### src/rtl/forward_control_unit.sv
// Operand-forwarding and load-use hazard control for a five-stage pipeline.
// It tracks destination tags for the ALU, MEM and WB stages and produces registered ALU mux selects.
module forward_control_unit (
    input  logic        clk,
    input  logic        rst,
    input  logic        decValid,
    input  logic [4:0]  decRs1Addr,
    input  logic [4:0]  decRs2Addr,
    input  logic        decRs1Used,
    input  logic        decRs2Used,
    input  logic [4:0]  decRdAddr,
    input  logic        decRegWrite,
    input  logic        decMemRead,
    input  logic        flush,
    output logic [1:0]  select1,
    output logic [1:0]  select2,
    output logic        stall,
    output logic [15:0] stallCount
);

    localparam logic [1:0] SEL_REG     = 2'b00;
    localparam logic [1:0] SEL_ALU_MEM = 2'b01;
    localparam logic [1:0] SEL_MEM_WB  = 2'b10;

    typedef struct packed {
        logic       valid;
        logic [4:0] rd_addr;
        logic       reg_write;
        logic       mem_read;
    } tag_t;

    localparam tag_t TAG_BUBBLE = '0;

    tag_t        alu_tag_q, alu_tag_d;
    tag_t        mem_tag_q, mem_tag_d;
    tag_t        wb_tag_q, wb_tag_d;
    logic [1:0]  select1_q, select1_d;
    logic [1:0]  select2_q, select2_d;
    logic [15:0] stall_count_q, stall_count_d;
    logic        hazard;
    logic        issue;

    function automatic logic produces(input tag_t t, input logic [4:0] r);
        return t.valid && t.reg_write && (t.rd_addr == r) && (r != 5'd0);
    endfunction

    // The youngest producer wins, so the ALU tag is checked before the MEM tag.
    function automatic logic [1:0] fwd_select(input logic used, input logic [4:0] r,
                                              input tag_t alu, input tag_t mem);
        logic [1:0] sel;
        sel = SEL_REG;
        if (used) begin
            if (produces(alu, r)) begin
                sel = SEL_ALU_MEM;
            end else if (produces(mem, r)) begin
                sel = SEL_MEM_WB;
            end
        end
        return sel;
    endfunction

    always_comb begin
        hazard = 1'b0;
        if (decValid && !flush && alu_tag_q.mem_read) begin
            hazard = (decRs1Used && produces(alu_tag_q, decRs1Addr)) ||
                     (decRs2Used && produces(alu_tag_q, decRs2Addr));
        end
        issue = decValid && !flush && !hazard;

        alu_tag_d = TAG_BUBBLE;
        select1_d = SEL_REG;
        select2_d = SEL_REG;
        if (issue) begin
            alu_tag_d.valid     = 1'b1;
            alu_tag_d.rd_addr   = decRdAddr;
            alu_tag_d.reg_write = decRegWrite;
            alu_tag_d.mem_read  = decMemRead;
            select1_d = fwd_select(decRs1Used, decRs1Addr, alu_tag_q, mem_tag_q);
            select2_d = fwd_select(decRs2Used, decRs2Addr, alu_tag_q, mem_tag_q);
        end

        // Downstream stages never stall; a stall only bubbles the ALU stage.
        mem_tag_d = alu_tag_q;
        wb_tag_d  = mem_tag_q;

        stall_count_d = stall_count_q;
        if (hazard && (stall_count_q != 16'hFFFF)) begin
            stall_count_d = stall_count_q + 16'd1;
        end
    end

    always_ff @(posedge clk or negedge rst) begin
        if (!rst) begin
            alu_tag_q     <= TAG_BUBBLE;
            mem_tag_q     <= TAG_BUBBLE;
            wb_tag_q      <= TAG_BUBBLE;
            select1_q     <= SEL_REG;
            select2_q     <= SEL_REG;
            stall_count_q <= 16'd0;
        end else begin
            alu_tag_q     <= alu_tag_d;
            mem_tag_q     <= mem_tag_d;
            wb_tag_q      <= wb_tag_d;
            select1_q     <= select1_d;
            select2_q     <= select2_d;
            stall_count_q <= stall_count_d;
        end
    end

    assign select1    = select1_q;
    assign select2    = select2_q;
    assign stall      = hazard;
    assign stallCount = stall_count_q;

endmodule

### config.mk
export PLATFORM = sky130hd
export DESIGN_NAME = forward_control_unit
export DESIGN_NICKNAME = d
export VERILOG_FILES = /design/src/rtl/forward_control_unit.sv
export SDC_FILE = /design/constraint.sdc
export NUM_CORES = 1
export LEC_CHECK = 0
export BUFFER_PORTS_ARGS = -buffer_cell sky130_fd_sc_hd__buf_2
export CAP_MARGIN = 5
export CORE_ASPECT_RATIO = 1.75
export CORE_MARGIN = 3
export CORE_UTILIZATION = 45
export CTS_CLUSTER_DIAMETER = 200
export DETAILED_ROUTE_END_ITERATION = 8
export PLACE_DENSITY = 0.7
export SETUP_SLACK_MARGIN = 0.5
export SLEW_MARGIN = 20
export SYNTH_ARGS = -nofsm -noshare
export SYNTH_HDL_FRONTEND = slang
export SYNTH_SLANG_ARGS = --single-unit
### constraint.sdc
create_clock -name clk -period 2.55 [get_ports clk]
set_input_delay 0.51 -clock clk [delete_from_list [all_inputs] [get_ports clk]]
set_output_delay 0.51 -clock clk [all_outputs]
set_load 0.01 [all_outputs]
==> metrics.txt, run 1 <==
drt pass-1 iters=4; placed instance count=226; cell count after synthesis=140; GRT overflow=0; Synth top area share=52.79%; synthesized netlist net count=164; area delta synth->final=27.22%; unique cell type count in the Yosys netlist=31; Setup violations, final=0; Total GRT Usage=20.14%; Final Skew=0.005422 ns; clk_lat worst skew=0.29 ns; synthesized cell area=1659 um^2; Setup crit start kind=input port; sequential power share=54.0%; Final nets=215; final setup TNS=0 ns; CP Cell Sequence=buf_8 > or4_4 > o21ai_4 > nor4bb_4 > or2_4 > and2_4 > buf_6; HP Class=input port to async pin; f_max=412.4 MHz; htree depth=2; Power Total=0.001065 W; Critical Path AT=1.91 ns; drt total wl=3.802 mm; WL per Instance=16.04 um; met3 global-route usage=5.508%; final hold vios=0; Comb pwr share=8.6%; final worst-path cycle share=95.09%; max-slew violations=0; largest net degree at the start of global routing=36; Die ar.=4480 um^2; GP Congestion=0.8205; most frequent cells in the layout=buf_2 (40), dfrtp_1 (35), xor2_1 (17); via count=1270; core area=3468 um^2; YS warnings=0; vias in the first global route=1381; Die Span Y=86.33 um; Sw Share=25.14%; FF+latch count, synth=35; LEAKAGE=1.069 nW; Chip Width=51.90 um; first-pass GRT wire length=6.561 mm; Clock power frac=37.4%; CTS tree=built; hold-fix buffer count after cts=0; layout cells sized above 1=35.94%; CTS Sinks=35; Pwr Density=504.8 nW/um^2; P_sw=0.0002679 W; ANT nets after route=0; GRT busiest layer=met2; Worst setup EP type=primary output; # rows=28; First DRT Iteration DRCs=19; drc violations=0; Avg Synthesized Cell Area=11.85 um^2; max capacitance violation total=0; WP data required=2.04 ns; area leader, netlist=dfrtp_1; Finished Layout Cells=237; Antenna Cells=0; max_slew headroom=50.67%; Cell Int Power=0.0007976 W; register area share after synthesis=52.79%; initial antenna violation count=0; pre-CTS setup slack=0.08669 ns; # IOs=44; Worst VDD drop=0.3737 mV; met2 capacity usage during global routing=34.94%; Crit path largest cell delay=0.55 ns; Clock transition at path regs=0.07 ns; CTS root buffer=clkbuf_8; status=completed; met1 GRT Util=21.72%; Final HPWL DP=2.938 mm; Tightest Pin Transition=0.7399 ns; effective utilization at floorplan=47.84%; most common cell after layout, fill and taps aside=buf_2; total CTS buffers=5; CP Max Fanout=3; CP max stage cell=or4_4; WS Path Type=input port to primary output; I/O Buffers=43; dominant cells by area after synthesis=dfrtp_1 (53%), xor2_1 (9.0%), xnor2_1 (8.4%); unrepaired setup endpoints after global routing=yes; Bufs on Longest Clock Path=2; Vias/cell=5.359; worst setup margin=0.1253 ns; fin crit period=2.425 ns
## cells by family after synthesis
family	Yosys count	share of synthesized area, %
xor gates and xnor gates	33	17.42
AOI/OAI and AO/OA	7	3.997
DFF	35	52.79
and+or+nand+nor	58	22.32
muxes	2	1.357
adders and majority gates	1	0.7540
buffers and inverters	4	1.357
## final timing paths
check                         startpoint       endpoint  slack (ns)  cells after the start
max                        decRs1Addr[4]          stall        0.13                      7
min                                  rst   mem_tag_q[1]        0.27                      1
max reg2reg                stallCount[0]  stallCount[1]        0.44                      6
min reg2reg                 alu_tag_q[5]   mem_tag_q[5]        0.45                      0
max in group asynchronous            rst   alu_tag_q[0]        1.80                      1
min in group clk             decRegWrite   alu_tag_q[1]        0.42                      2
## synthesized netlist by cell type, drive strengths merged
cell / number
mux2: 2
a41oi: 2
nand3: 2
a21oi: 2
o21ai: 1
nand3b: 1
nor2: 3
buf: 1
a211o: 1
nor3: 1
or4b: 1
nor4: 6
xnor2: 16
or4: 1
nand2b: 2
nand2: 7
and2: 9
inv: 1
ha: 1
nor4bb: 1
dfrtp: 35
o211a: 1
clkbuf: 2
xor2: 17
and4bb: 1
nand4: 11
or2: 1
and3: 9
and4: 2
## power groups by stage
stage / Clock (W) / Combinational, W / Sequential (W)
2_1_floorplan: 0 / 0.0000355 / 0.000583
6_report: 0.000399 / 0.0000911 / 0.000575
4_1_cts: 0.000412 / 0.0000911 / 0.000575
5_1_grt: 0.000439 / 0.000100 / 0.000576
3_5_place_dp: 0 / 0.0000777 / 0.000586
3_3_place_gp: 0 / 0.0000762 / 0.000586
## critical path, delay by kind of cell
kind | cells | cell delay (ns)
buffers and inverters | 2 | 0.21
AOI/OAI and AO/OA | 1 | 0.17
and+or+nand+nor | 4 | 1.02
## area by class of cell
cell class	count	area (um^2)
fillers	294	1358
flip-flops and latches	35	875.8
multi-input cells	101	805.8
repair buffers	47	280.3
clock buffers	5	68.82
well taps	45	56.30
clock inverters	3	20.02
inverters	1	3.754
## flip-flops by register name, summed over array words and instances, names as in the netlist
register and cells:
stallCount 16, select2 2, select1 2, mem_tag_q 7, alu_tag_q 8
## through the flow
stage | hold WS (ns) | area [um^2] | utilization, %
after global placement | 0.4287 | 1929 | 55.63
after detailed placement | 0.4398 | 1929 | 55.63
after floorplan | 0.2144 | 1669 | -
after global routing | 0.3306 | 2111 | 60.86
after CTS | 0.3040 | 2103 | 60.64
final | 0.2743 | 2111 | 60.86
## what timing repair did
action / CTS / global route
gates resized for setup: 11 / 1
setup endpoints to repair: 23 / 18
buffers inserted: 3 / 0
pin swaps: 7 / 0
## routing by layer
metal	routed length (um)	vias to the layer above
met1	1422	622
met3	183	7
li1	-	599
met5	0	-
met4	78	0
met2	2116	42
(Power assumes the default switching activity.)
==> run 2: changes to the inputs <==
--- a/config.mk
+++ b/config.mk
@@ -9,10 +9,10 @@
 export CAP_MARGIN = 5
 export CORE_ASPECT_RATIO = 1.75
 export CORE_MARGIN = 3
-export CORE_UTILIZATION = 45
+export CORE_UTILIZATION = 51
 export CTS_CLUSTER_DIAMETER = 200
 export DETAILED_ROUTE_END_ITERATION = 8
-export PLACE_DENSITY = 0.7
+export PLACE_DENSITY = 0.78
 export SETUP_SLACK_MARGIN = 0.5
 export SLEW_MARGIN = 20
 export SYNTH_ARGS = -nofsm -noshare
==> run 2 against run 1 <==
Sequential share of layout area is 2.2 points lower. Worst hold slack better by 0.020 ns. Combinational power is 11% higher. First-iteration DRC count is 79% higher. Global-route usage is 1.3 points higher. Sequential cell count stayed put. Total power is 4.4% higher. Clock skew is 0.0034 ns lower. Maximum frequency is 2.5% lower. Largest cell class unchanged.
==> metrics.txt, run 2 (synthesis gave the netlist of run 1 again) <==
status=completed (unchanged); Worst setup EP type=primary output (unchanged); initial antenna violation count=0 (unchanged); WL met3=265 um (was 183 um); Final nets=222 (was 215); Post-Layout Inst Area=2232 um^2 (was 2111 um^2); total CTS buffers=5 (unchanged); Antenna Cells=0 (unchanged); Setup crit start kind=input port (unchanged); WL met1=1.445 mm (was 1.422 mm); most common cell after layout, fill and taps aside=buf_2 (unchanged); hold-fix buffer count after cts=0 (unchanged); Total GRT Usage=21.40% (was 20.14%); Die Span Y=81.45 um (was 86.33 um); Sw Share=22.86% (was 25.14%); clk_lat worst skew=0.29 ns (about the same); Die ar.=4000 um^2 (was 4480 um^2); htree depth=2 (unchanged); Bufs on Longest Clock Path=2 (unchanged); CTS tree=built (unchanged); Power Total=0.001113 W (was 0.001065 W); CTS root buffer=clkbuf_8 (unchanged); sequential power share=51.7% (was 54.0%); Cell Int Power=0.0008583 W (was 0.0007976 W); # rows=26 (was 28); Comb pwr share=9.1% (was 8.6%); LEAKAGE=1.126 nW (was 1.069 nW); P_sw=0.0002544 W (was 0.0002679 W); HP Class=input port to async pin (unchanged); WS Path Type=input port to primary output (unchanged); Clock power frac=39.2% (was 37.4%); Pwr Density=498.5 nW/um^2 (was 504.8 nW/um^2); I/O Buffers=43 (unchanged); final worst-path cycle share=97.55% (was 95.09%); CTS Sinks=35 (unchanged); Worst VDD drop=0.4878 mV (was 0.3737 mV); # IOs=44 (unchanged); drc violations=0 (unchanged); largest net degree at the start of global routing=36 (unchanged); Chip Width=49.12 um (was 51.90 um); CP max stage cell=or4_4 (unchanged); CP delay by family, top=simple AND/OR/NAND/NOR gates (unchanged); fin crit period=2.488 ns (was 2.425 ns); CP Cell Sequence=buf_6 > or4_4 > o21ai_4 > nor4bb_4 > or2_4 > and2_4 > buf_6 (was buf_8 > or4_4 > o21ai_4 > nor4bb_4 > or2_4 > and2_4 > buf_6); Crit path largest cell delay=0.54 ns (was 0.55 ns); First DRT Iteration DRCs=34 (was 19); final worst hold slack=0.2938 ns (was 0.2743 ns); max_slew headroom=49.18% (was 50.67%); Clock transition at path regs=0.06 ns (was 0.07 ns); Tightest Pin Transition=0.7624 ns (was 0.7399 ns); unrepaired setup endpoints after global routing=yes (unchanged); Largest register FFs=16 (unchanged); max capacitance violation total=0 (unchanged); layout cells sized above 1=40.70% (was 35.94%); Final Skew=0.002045 ns (was 0.005422 ns); GRT overflow=0 (unchanged); DR WL met2=2.299 mm (was 2.116 mm); Buf/Inv on CP=2 (unchanged); effective utilization at floorplan=54.84% (was 47.84%); drt total wl=4.137 mm (was 3.802 mm); GP Congestion=0.8834 (was 0.8205); area delta synth->final=34.54% (was 27.22%); most frequent CP cell=buf_6; drt pass-1 iters=4 (unchanged); Util after Layout=73.78% (was 60.86%); first-pass GRT wire length=6.279 mm (was 6.561 mm); top sig layer=met4 (unchanged); WP data required=2.04 ns (about the same); Critical Path AT=1.98 ns (was 1.91 ns); most frequent cells in the layout=buf_2 (40), dfrtp_1 (34), xor2_1 (15), xnor2_1 (15), nand4_1 (11) (was buf_2 (40), dfrtp_1 (35), xor2_1 (17)); CP Max Fanout=3 (unchanged); via count=1336 (was 1270); final hold vios=0 (unchanged); ANT nets after route=0 (unchanged); WL per Instance=17.17 um (was 16.04 um); final setup TNS=0 ns (unchanged); vias in the first global route=1411 (was 1381); max-slew violations=0 (unchanged); Final HPWL DP=2.674 mm (was 2.938 mm); Vias/cell=5.544 (was 5.359); f_max=402.0 MHz (was 412.4 MHz); Setup violations, final=0 (unchanged); Placed Area=1926 um^2 (was 1929 um^2); core area=3025 um^2 (was 3468 um^2)
[run 2: cell types whose count changed in the layout (fill, tap and decap cells not counted), sizes merged]
| cell | change |
|---|---|
| buf | +7 |
| clkbuf | +3 |
| clkinv | -1 |
| clkinvlp | -2 |
[run 2: power by group through the flow]
stage | combinational (W) | sequential [W] | clock, W
floorplan | 0.0000355 | 0.000583 | 0
global route | 0.000110 | 0.000576 | 0.000474
global placement | 0.0000740 | 0.000585 | 0
CTS | 0.0000929 | 0.000575 | 0.000450
detailed placement | 0.0000771 | 0.000586 | 0
finish | 0.000101 | 0.000575 | 0.000437
[run 2: layout make-up]
class,instances,area (um^2)
clock buffer,8,100.1
fill,224,793.3
inverter,1,3.754
multi-input combinational,101,858.3
sequential,35,877.1
tap,42,52.55
timing repair buffer,54,340.3
[run 2: what timing repair did]
item	in CTS	in global routing
setup endpoints to repair	17	26
pin swaps	10	8
resized for setup	12	13
buffers inserted	6	4
[run 2: metal layers]
metal / up-vias / global-route usage [%]
li1: 609 / -
met1: 652 / 22.69
met2: 60 / 37.10
met3: 15 / 6.352
met4: 0 / 13.11
met5: - / 0
[run 2: worst register-to-register path: stages (launching register included)]
cell     delay [ns]
dfrtp_2        0.45
xor2_2         0.16
or4b_4         0.57
nor2_4         0.13
or2_4          0.14
buf_4          0.10
buf_6          0.11
nand4_1        0.12
mux2_4         0.33
[run 2: worst paths after layout]
kind,from,end,depth (start not counted),slack [ns]
min in group clk,decMemRead,alu_tag_q[0],2,0.43
setup reg to reg,alu_tag_q[5],stallCount[14],8,0.33
hold / removal,rst,mem_tag_q[3],1,0.29
hold reg to reg,alu_tag_q[3],mem_tag_q[3],0,0.46
setup / recovery,decRs1Addr[2],stall,7,0.06
max in group asynchronous,rst,alu_tag_q[5],1,1.73
[run 2: through the flow]
step / setup slack [ns] / instances
after global routing: -0.01193 / 241
after detailed placement: 0.03966 / 223
after floorplan: 0.3412 / 140
final: 0.06240 / 241
after CTS: 0.1016 / 237
after global placement: 0.06032 / 223
